## config.mk

```make
export PLATFORM = sky130hd
export DESIGN_NAME = rx_data_monitor_flat
export DESIGN_NICKNAME = d
export VERILOG_FILES = /design/src/rtl/rx_data_monitor_if.sv /design/src/rtl/rx_data_monitor.sv /design/src/flat_wrapper.sv
export SDC_FILE = /design/constraint.sdc
export NUM_CORES = 1
export LEC_CHECK = 0
export BUFFER_PORTS_ARGS = -buffer_cell sky130_fd_sc_hd__buf_4
export CORE_MARGIN = 2
export CORE_UTILIZATION = 40
export DETAILED_ROUTE_END_ITERATION = 10
export GPL_ROUTABILITY_DRIVEN = 0
export PLACE_DENSITY_LB_ADDON = 0.05
export SYNTH_ARGS = -nofsm -noshare
export SYNTH_HDL_FRONTEND = slang
export SYNTH_SLANG_ARGS = --single-unit
export TNS_END_PERCENT = 10
```

## constraint.sdc

```tcl
create_clock -name SysClk -period 2.8 [get_ports SysClk]
set_clock_uncertainty 0.05 [all_clocks]
set_input_delay 0.14 -clock SysClk [delete_from_list [all_inputs] [get_ports SysClk]]
set_output_delay 0.14 -clock SysClk [all_outputs]
set_load 0.005 [all_outputs]
```

## src/rtl/rx_data_monitor_if.sv

```systemverilog
// Register bus between the RX monitor (master) and the UART register block (slave).
interface rx_data_monitor_if;
  logic [1:0] Addr;
  logic [7:0] DataIn;
  logic       CS_N;
  logic       RD_N;
  logic       WR_N;

  modport master (
    output Addr,
    output CS_N,
    output RD_N,
    output WR_N,
    input  DataIn
  );

  modport slave (
    input  Addr,
    input  CS_N,
    input  RD_N,
    input  WR_N,
    output DataIn
  );
endinterface

```

## src/rtl/rx_data_monitor.sv

```systemverilog
// Polls the UART status register, reads received bytes and scrolls them across
// an 8-digit active-low 7-segment display, two hex digits per byte.
module rx_data_monitor #(
  parameter int         POLL_GAP    = 4,
  parameter int         RD_WAIT     = 1,
  parameter logic [1:0] ADDR_STATUS = 2'b01,
  parameter logic [1:0] ADDR_DATA   = 2'b00,
  parameter int         RDY_BIT     = 0,
  parameter int         OVR_BIT     = 1
) (
  input  logic              SysClk,
  input  logic              Reset,
  rx_data_monitor_if.master bus,
  output logic [6:0]        HEX7,
  output logic [6:0]        HEX6,
  output logic [6:0]        HEX5,
  output logic [6:0]        HEX4,
  output logic [6:0]        HEX3,
  output logic [6:0]        HEX2,
  output logic [6:0]        HEX1,
  output logic [6:0]        HEX0,
  output logic [7:0]        RxCount,
  output logic [7:0]        ErrCount,
  output logic              RxValid
);

  localparam int GAP_W  = (POLL_GAP > 1) ? $clog2(POLL_GAP) : 1;
  localparam int WAIT_W = (RD_WAIT > 0) ? $clog2(RD_WAIT + 1) : 1;

  localparam logic [GAP_W-1:0]  GAP_LAST  = GAP_W'(POLL_GAP - 1);
  localparam logic [WAIT_W-1:0] WAIT_LAST = WAIT_W'(RD_WAIT);

  localparam logic [6:0] SEG_DASH = 7'b0111111;

  localparam logic [2:0] ST_IDLE    = 3'd0;
  localparam logic [2:0] ST_STAT_RD = 3'd1;
  localparam logic [2:0] ST_CHECK   = 3'd2;
  localparam logic [2:0] ST_DATA_RD = 3'd3;
  localparam logic [2:0] ST_UPDATE  = 3'd4;

  logic [2:0]        state;
  logic [2:0]        state_next;
  logic [GAP_W-1:0]  gap_cnt;
  logic [WAIT_W-1:0] wait_cnt;
  logic              gap_done;
  logic              rd_done;
  logic              in_read;
  logic              next_is_read;
  logic              stat_rdy;
  logic              stat_ovr;
  logic [7:0]        rx_byte;

  // Hex digit to active-low segment pattern {g,f,e,d,c,b,a}.
  function automatic logic [6:0] seg(input logic [3:0] nibble);
    logic [6:0] pattern;
    case (nibble)
      4'h0:    pattern = 7'b1000000;
      4'h1:    pattern = 7'b1111001;
      4'h2:    pattern = 7'b0100100;
      4'h3:    pattern = 7'b0110000;
      4'h4:    pattern = 7'b0011001;
      4'h5:    pattern = 7'b0010010;
      4'h6:    pattern = 7'b0000010;
      4'h7:    pattern = 7'b1111000;
      4'h8:    pattern = 7'b0000000;
      4'h9:    pattern = 7'b0010000;
      4'hA:    pattern = 7'b0001000;
      4'hB:    pattern = 7'b0000011;
      4'hC:    pattern = 7'b1000110;
      4'hD:    pattern = 7'b0100001;
      4'hE:    pattern = 7'b0000110;
      default: pattern = 7'b0001110;
    endcase
    return pattern;
  endfunction

  assign gap_done     = (gap_cnt == GAP_LAST);
  assign rd_done      = (wait_cnt == WAIT_LAST);
  assign in_read      = (state == ST_STAT_RD) || (state == ST_DATA_RD);
  assign next_is_read = (state_next == ST_STAT_RD) || (state_next == ST_DATA_RD);

  // This block only ever reads, so the write strobe is tied inactive.
  assign bus.WR_N = 1'b1;

  // Next-state decode; every read is followed by CHECK or UPDATE, never another read.
  always_comb begin
    state_next = state;
    case (state)
      ST_IDLE: begin
        if (gap_done) state_next = ST_STAT_RD;
      end
      ST_STAT_RD: begin
        if (rd_done) state_next = ST_CHECK;
      end
      ST_CHECK: begin
        state_next = stat_rdy ? ST_DATA_RD : ST_IDLE;
      end
      ST_DATA_RD: begin
        if (rd_done) state_next = ST_UPDATE;
      end
      ST_UPDATE: begin
        state_next = ST_IDLE;
      end
      default: begin
        state_next = ST_IDLE;
      end
    endcase
  end

  // State register.
  always_ff @(posedge SysClk or posedge Reset) begin
    if (Reset) begin
      state <= ST_IDLE;
    end else begin
      state <= state_next;
    end
  end

  // Idle gap counter: counts while idle and restarts whenever a poll is launched.
  always_ff @(posedge SysClk or posedge Reset) begin
    if (Reset) begin
      gap_cnt <= '0;
    end else if ((state == ST_IDLE) && !gap_done) begin
      gap_cnt <= gap_cnt + 1'b1;
    end else begin
      gap_cnt <= '0;
    end
  end

  // Read hold counter: stretches each strobe so slow register blocks can settle.
  always_ff @(posedge SysClk or posedge Reset) begin
    if (Reset) begin
      wait_cnt <= '0;
    end else if (in_read && !rd_done) begin
      wait_cnt <= wait_cnt + 1'b1;
    end else begin
      wait_cnt <= '0;
    end
  end

  // Bus strobes are registered from the next state so they line up exactly with the read states.
  always_ff @(posedge SysClk or posedge Reset) begin
    if (Reset) begin
      bus.CS_N <= 1'b1;
      bus.RD_N <= 1'b1;
      bus.Addr <= ADDR_STATUS;
    end else begin
      bus.CS_N <= !next_is_read;
      bus.RD_N <= !next_is_read;
      if (state_next == ST_STAT_RD) begin
        bus.Addr <= ADDR_STATUS;
      end else if (state_next == ST_DATA_RD) begin
        bus.Addr <= ADDR_DATA;
      end
    end
  end

  // Capture the status flags and the data byte only on the last cycle of each read.
  always_ff @(posedge SysClk or posedge Reset) begin
    if (Reset) begin
      stat_rdy <= 1'b0;
      stat_ovr <= 1'b0;
      rx_byte  <= 8'h00;
    end else if (rd_done) begin
      if (state == ST_STAT_RD) begin
        stat_rdy <= bus.DataIn[RDY_BIT];
        stat_ovr <= bus.DataIn[OVR_BIT];
      end
      if (state == ST_DATA_RD) begin
        rx_byte <= bus.DataIn;
      end
    end
  end

  // Overrun counter sticks at FF so a flood of overruns is still visible.
  always_ff @(posedge SysClk or posedge Reset) begin
    if (Reset) begin
      ErrCount <= 8'h00;
    end else if ((state == ST_CHECK) && stat_ovr && (ErrCount != 8'hFF)) begin
      ErrCount <= ErrCount + 8'h01;
    end
  end

  // Scroll the display left by one byte and show the new byte in the two rightmost digits.
  always_ff @(posedge SysClk or posedge Reset) begin
    if (Reset) begin
      HEX7 <= SEG_DASH;
      HEX6 <= SEG_DASH;
      HEX5 <= SEG_DASH;
      HEX4 <= SEG_DASH;
      HEX3 <= SEG_DASH;
      HEX2 <= SEG_DASH;
      HEX1 <= SEG_DASH;
      HEX0 <= SEG_DASH;
    end else if (state == ST_UPDATE) begin
      HEX7 <= HEX5;
      HEX6 <= HEX4;
      HEX5 <= HEX3;
      HEX4 <= HEX2;
      HEX3 <= HEX1;
      HEX2 <= HEX0;
      HEX1 <= seg(rx_byte[7:4]);
      HEX0 <= seg(rx_byte[3:0]);
    end
  end

  // Received byte counter wraps naturally at 256.
  always_ff @(posedge SysClk or posedge Reset) begin
    if (Reset) begin
      RxCount <= 8'h00;
    end else if (state == ST_UPDATE) begin
      RxCount <= RxCount + 8'h01;
    end
  end

  // Valid pulse appears in the cycle the new digits become visible.
  always_ff @(posedge SysClk or posedge Reset) begin
    if (Reset) begin
      RxValid <= 1'b0;
    end else begin
      RxValid <= (state == ST_UPDATE);
    end
  end

endmodule
```

## src/flat_wrapper.sv

```systemverilog
// flat-port wrapper written by rule: the top's interface ports become plain ports
module rx_data_monitor_flat 
#(
  parameter int         POLL_GAP    = 4,
  parameter int         RD_WAIT     = 1,
  parameter logic [1:0] ADDR_STATUS = 2'b01,
  parameter logic [1:0] ADDR_DATA   = 2'b00,
  parameter int         RDY_BIT     = 0,
  parameter int         OVR_BIT     = 1
)
  (SysClk, Reset, HEX7, HEX6, HEX5, HEX4, HEX3, HEX2, HEX1, HEX0, RxCount, ErrCount, RxValid, bus_Addr, bus_CS_N, bus_RD_N, bus_WR_N, bus_DataIn);
  rx_data_monitor_if bus_i ();
  input  logic SysClk;
  input  logic Reset;
  output logic [6:0] HEX7;
  output logic [6:0] HEX6;
  output logic [6:0] HEX5;
  output logic [6:0] HEX4;
  output logic [6:0] HEX3;
  output logic [6:0] HEX2;
  output logic [6:0] HEX1;
  output logic [6:0] HEX0;
  output logic [7:0] RxCount;
  output logic [7:0] ErrCount;
  output logic RxValid;
  output wire logic [$bits(bus_i.Addr)-1:0] bus_Addr;
  output wire logic [$bits(bus_i.CS_N)-1:0] bus_CS_N;
  output wire logic [$bits(bus_i.RD_N)-1:0] bus_RD_N;
  output wire logic [$bits(bus_i.WR_N)-1:0] bus_WR_N;
  input wire logic [$bits(bus_i.DataIn)-1:0] bus_DataIn;
  assign bus_Addr = bus_i.Addr;
  assign bus_CS_N = bus_i.CS_N;
  assign bus_RD_N = bus_i.RD_N;
  assign bus_WR_N = bus_i.WR_N;
  assign bus_i.DataIn = bus_DataIn;
  rx_data_monitor #(.POLL_GAP(POLL_GAP), .RD_WAIT(RD_WAIT), .ADDR_STATUS(ADDR_STATUS), .ADDR_DATA(ADDR_DATA), .RDY_BIT(RDY_BIT), .OVR_BIT(OVR_BIT)) u_core (.SysClk(SysClk), .Reset(Reset), .bus(bus_i), .HEX7(HEX7), .HEX6(HEX6), .HEX5(HEX5), .HEX4(HEX4), .HEX3(HEX3), .HEX2(HEX2), .HEX1(HEX1), .HEX0(HEX0), .RxCount(RxCount), .ErrCount(ErrCount), .RxValid(RxValid));
endmodule
```

==> impl_metrics.ini <==
[routing]
routed_wl_um = 7480
via_count = 2641
post_drt_via_cell_ratio = 4.73
first_pass_iters = 4
route.detailed.drc = 0
wl_per_cell_um = 13.4
drtIter0Drc = 90
ant_nets = 0

[worst_setup_path]
start_kind = flip-flop
cp_slowest_cell = nor3b_4
r2r_cells = 3
worstSetupPathType = reg2reg
crit_arrival_ns = 2.10
cp_data_required_time_ns = 3.04
critPathMaxStageDelay_ns = 0.55
r2r-end = u_core.HEX3[1]
path_cells = nor3b_4 -> buf_4 -> mux2_2
cp_max_fo = 17
rrSetupSlack_ns = 0.94
rr_startpoint = u_core.state[0]
cp-end-kind = flip-flop

[synthesis]
synth_ff_type = dfstp_2
synthXorXnorAreaFrac_pct = 2.78
yosysTopAreaCellShare_pct = 32.1
synthMuxAreaShare_pct = 16.9
yosys.area.top_type = dfstp_2
synth_edf_count = 0
ys_warn_count = 0
ys_types = 42
ys_seq_area_share_pct = 57.2
synth_compound_area_share_pct = 4.92
async_flop_share_pct = 100
synthTopCellsByArea = dfstp_2 (32%), dfrtp_1 (25%), mux2_2 (14%)
syn_inst = 326
synth-simple-area-share_pct = 9.85
synth_fa_ha_area_share_pct = 4.59
synth_top_family_by_area = multiplexers
syn_nets = 351
syn_avg_cell_area_um2 = 12.6
synth_area_um2 = 4090
ys_seq_elements = 91

[global_routing]
grt_max_degree = 60
antenna_found_initial = 0
grt_pass1_vias = 2586
grt_overflow = 0
grt_util_met1_pct = 21.3
grt_use_total_pct = 14.5
met3_usage_pct = 3.87
met2_usage_pct = 20.4
grt_first_pass_wirelength_um = 12900
busiest_layer = met1

[clock_tree]
clock_sinks = 91
htree_num_levels = 3
clk_pin_slew_ns = 0.09
max-clock-path-buffers = 2
cts_root_buf = clkbuf_8
clkLatencyLatePin_ns = 0.36
cts_tree = built
cts_buffers = 9

[layout]
diodes = 0
nets = 445
fillers = 886
drive_above_1_share_pct = 50.6
area_growth_pct = 26.2

[timing]
fin_crit_sh_pct = 66.4
fin_crit_ns = 1.86
rsz0062_at_grt = false
totalNegativeSetupSlack_ns = 0
worst-slew-pin-transition_ns = 0.720
max-slew-margin-rel_pct = 52.0
hold_violations = 0
setup_viol = 0
whs_ns = 0.390
fmax_mhz = 538
drv_slew = 0

[die]
die_h_um = 105
dieArea_um2 = 11100
initial_utilization_pct = 41.5
die_w_um = 105
core_um2 = 9860
io_pins = 88
rows = 36

[outcome]
status = completed

[place]
dp_hpwl_um = 5170
portBuffers = 85

[pwr]
power.density_nw_per_um2 = 854
vdd_drop_max_uv = 477
p_leak_nw = 2.45

[job]
maxCapViolations = 0

[min_path]
whs_path_depth = 1
min_from = u_core.gap_cnt[0]
hold_class = reg2reg
whs_endpoint = u_core.gap_cnt[0]
## registers in the layout, indices dropped and copies added (netlist names)
register,cells
u_core.ErrCount,8
u_core.HEX0,7
u_core.HEX1,7
u_core.HEX2,7
u_core.HEX3,7
u_core.HEX4,7
u_core.HEX5,7
u_core.HEX6,7
u_core.HEX7,7
u_core.RxCount,8
u_core.RxValid,1
u_core.bus.Addr,1
u_core.bus.CS_N,1
u_core.gap_cnt,2
u_core.rd_done,1
u_core.rx_byte,8
u_core.stat_ovr,1
u_core.stat_rdy,1
u_core.state,3
## cell type report
cell class | instances | area (um^2) | area share, %
Tap cell | 133 | 166 | 3.22
Multi-Input combinational cell | 207 | 1610 | 31.2
Inverter | 11 | 43.8 | 0.848
Timing Repair Buffer | 100 | 786 | 15.2
Clock buffer | 11 | 153 | 2.96
Clock inverter | 5 | 65.1 | 1.26
Sequential cell | 91 | 2340 | 45.3
## report_power, final
part / switching (W) / total (W) / internal [W]
sequential: 0.000386 / 0.00211 / 0.00173
combinational: 0.000577 / 0.00133 / 0.000758
clock: 0.000483 / 0.000962 / 0.000479
total: 0.00145 / 0.00441 / 0.00296
## kinds of logic (layout without fill, tap and decap cells)
family | count (synthesis) | count (layout)
XOR/XNOR | 13 | 13
buffers and inverters | 28 | 127
multiplexers | 60 | 60
adder cells (fa/ha/maj) | 15 | 15
other | 2 | 2
AO/OA/AOI/OAI | 34 | 34
AND/OR/NAND/NOR | 83 | 83
flip-flops | 91 | 91
## worst max-delay path by stage
| stage | startpoint | to | slack [ns] | cells after the start |
|---|---|---|---|---|
| floorplan | Reset | u_core.ErrCount[0] | 0.33 | 1 |
| global placement | u_core.state[0] | u_core.HEX7[2] | 0.98 | 3 |
| detailed placement | u_core.state[0] | u_core.HEX3[1] | 0.94 | 3 |
| CTS | u_core.state[0] | u_core.HEX1[3] | 0.94 | 3 |
| global route | u_core.state[0] | u_core.HEX7[1] | 0.80 | 3 |
| finish | u_core.state[0] | u_core.HEX3[1] | 0.94 | 3 |
## worst max-delay path: cells and delay by family (launching register included)
family,cells,cell delay [ns]
mux,1,0.36
simple gates,1,0.55
flops,1,0.50
buf+inv,1,0.34
## cell usage in the layout, fill, tap and decap left out, types with 2 or more instances in the layout
| master | count |
|---|---|
| a21oi_1 | 18 |
| a22oi_1 | 3 |
| a31oi_1 | 2 |
| a32oi_1 | 2 |
| and2_1 | 2 |
| buf_4 | 90 |
| clkbuf_8 | 9 |
| conb_1 | 2 |
| dfrtp_1 | 41 |
| dfstp_2 | 50 |
| dlygate4sd3_1 | 9 |
| ha_1 | 15 |
| inv_1 | 9 |
| inv_4 | 2 |
| mux2_2 | 51 |
| mux2i_1 | 6 |
| mux4_2 | 2 |
| nand2_1 | 33 |
| nand2b_1 | 2 |
| nand3_1 | 4 |
| nand3b_1 | 2 |
| nand4_1 | 2 |
| nor2_1 | 24 |
| nor3_1 | 3 |
| o21ai_0 | 6 |
| or3_1 | 2 |
| xnor2_1 | 7 |
| xor2_1 | 6 |
## routing by layer
layer,vias up,share of wire [%]
met5,-,0
met4,0,1.4
met3,8,5.0
met2,63,43
met1,1276,51
li1,1294,-
## metrics by stage
stage | power (W) | cells | util (%) | instance area [um^2] | setup WS, ns
final | 0.00441 | 558 | 52.3 | 5160 | 0.941
after global routing | 0.00476 | 558 | 52.3 | 5160 | 0.799
after CTS | 0.00448 | 558 | 52.3 | 5160 | 0.937
after detailed placement | 0.00348 | 533 | 49.2 | 4860 | 0.943
after global placement | 0.00346 | 533 | 49.2 | 4860 | 0.977
after floorplan | 0.00293 | 326 | - | 4090 | 0.329
## cells in the mapped netlist (3+ instances only)
cell type   n
xor2_1      6
o21ai_0     6
a22oi_1     3
nor2_1     24
nand3_1     4
dfstp_2    50
mux2i_1     6
xnor2_1     7
mux2_2     51
inv_1      10
ha_1       15
a21oi_1    18
buf_2       7
buf_4       7
nor3_1      3
dfrtp_1    41
nand2_1    33
## timing repair
| item | CTS | global route |
|---|---|---|
| hold endpoints to repair | 51 | 0 |
| hold buffers | 9 | 0 |
| resized for setup | 0 | 0 |
| buffers inserted | 0 | 0 |
No activity file was read; power rests on OpenSTA's default activity.
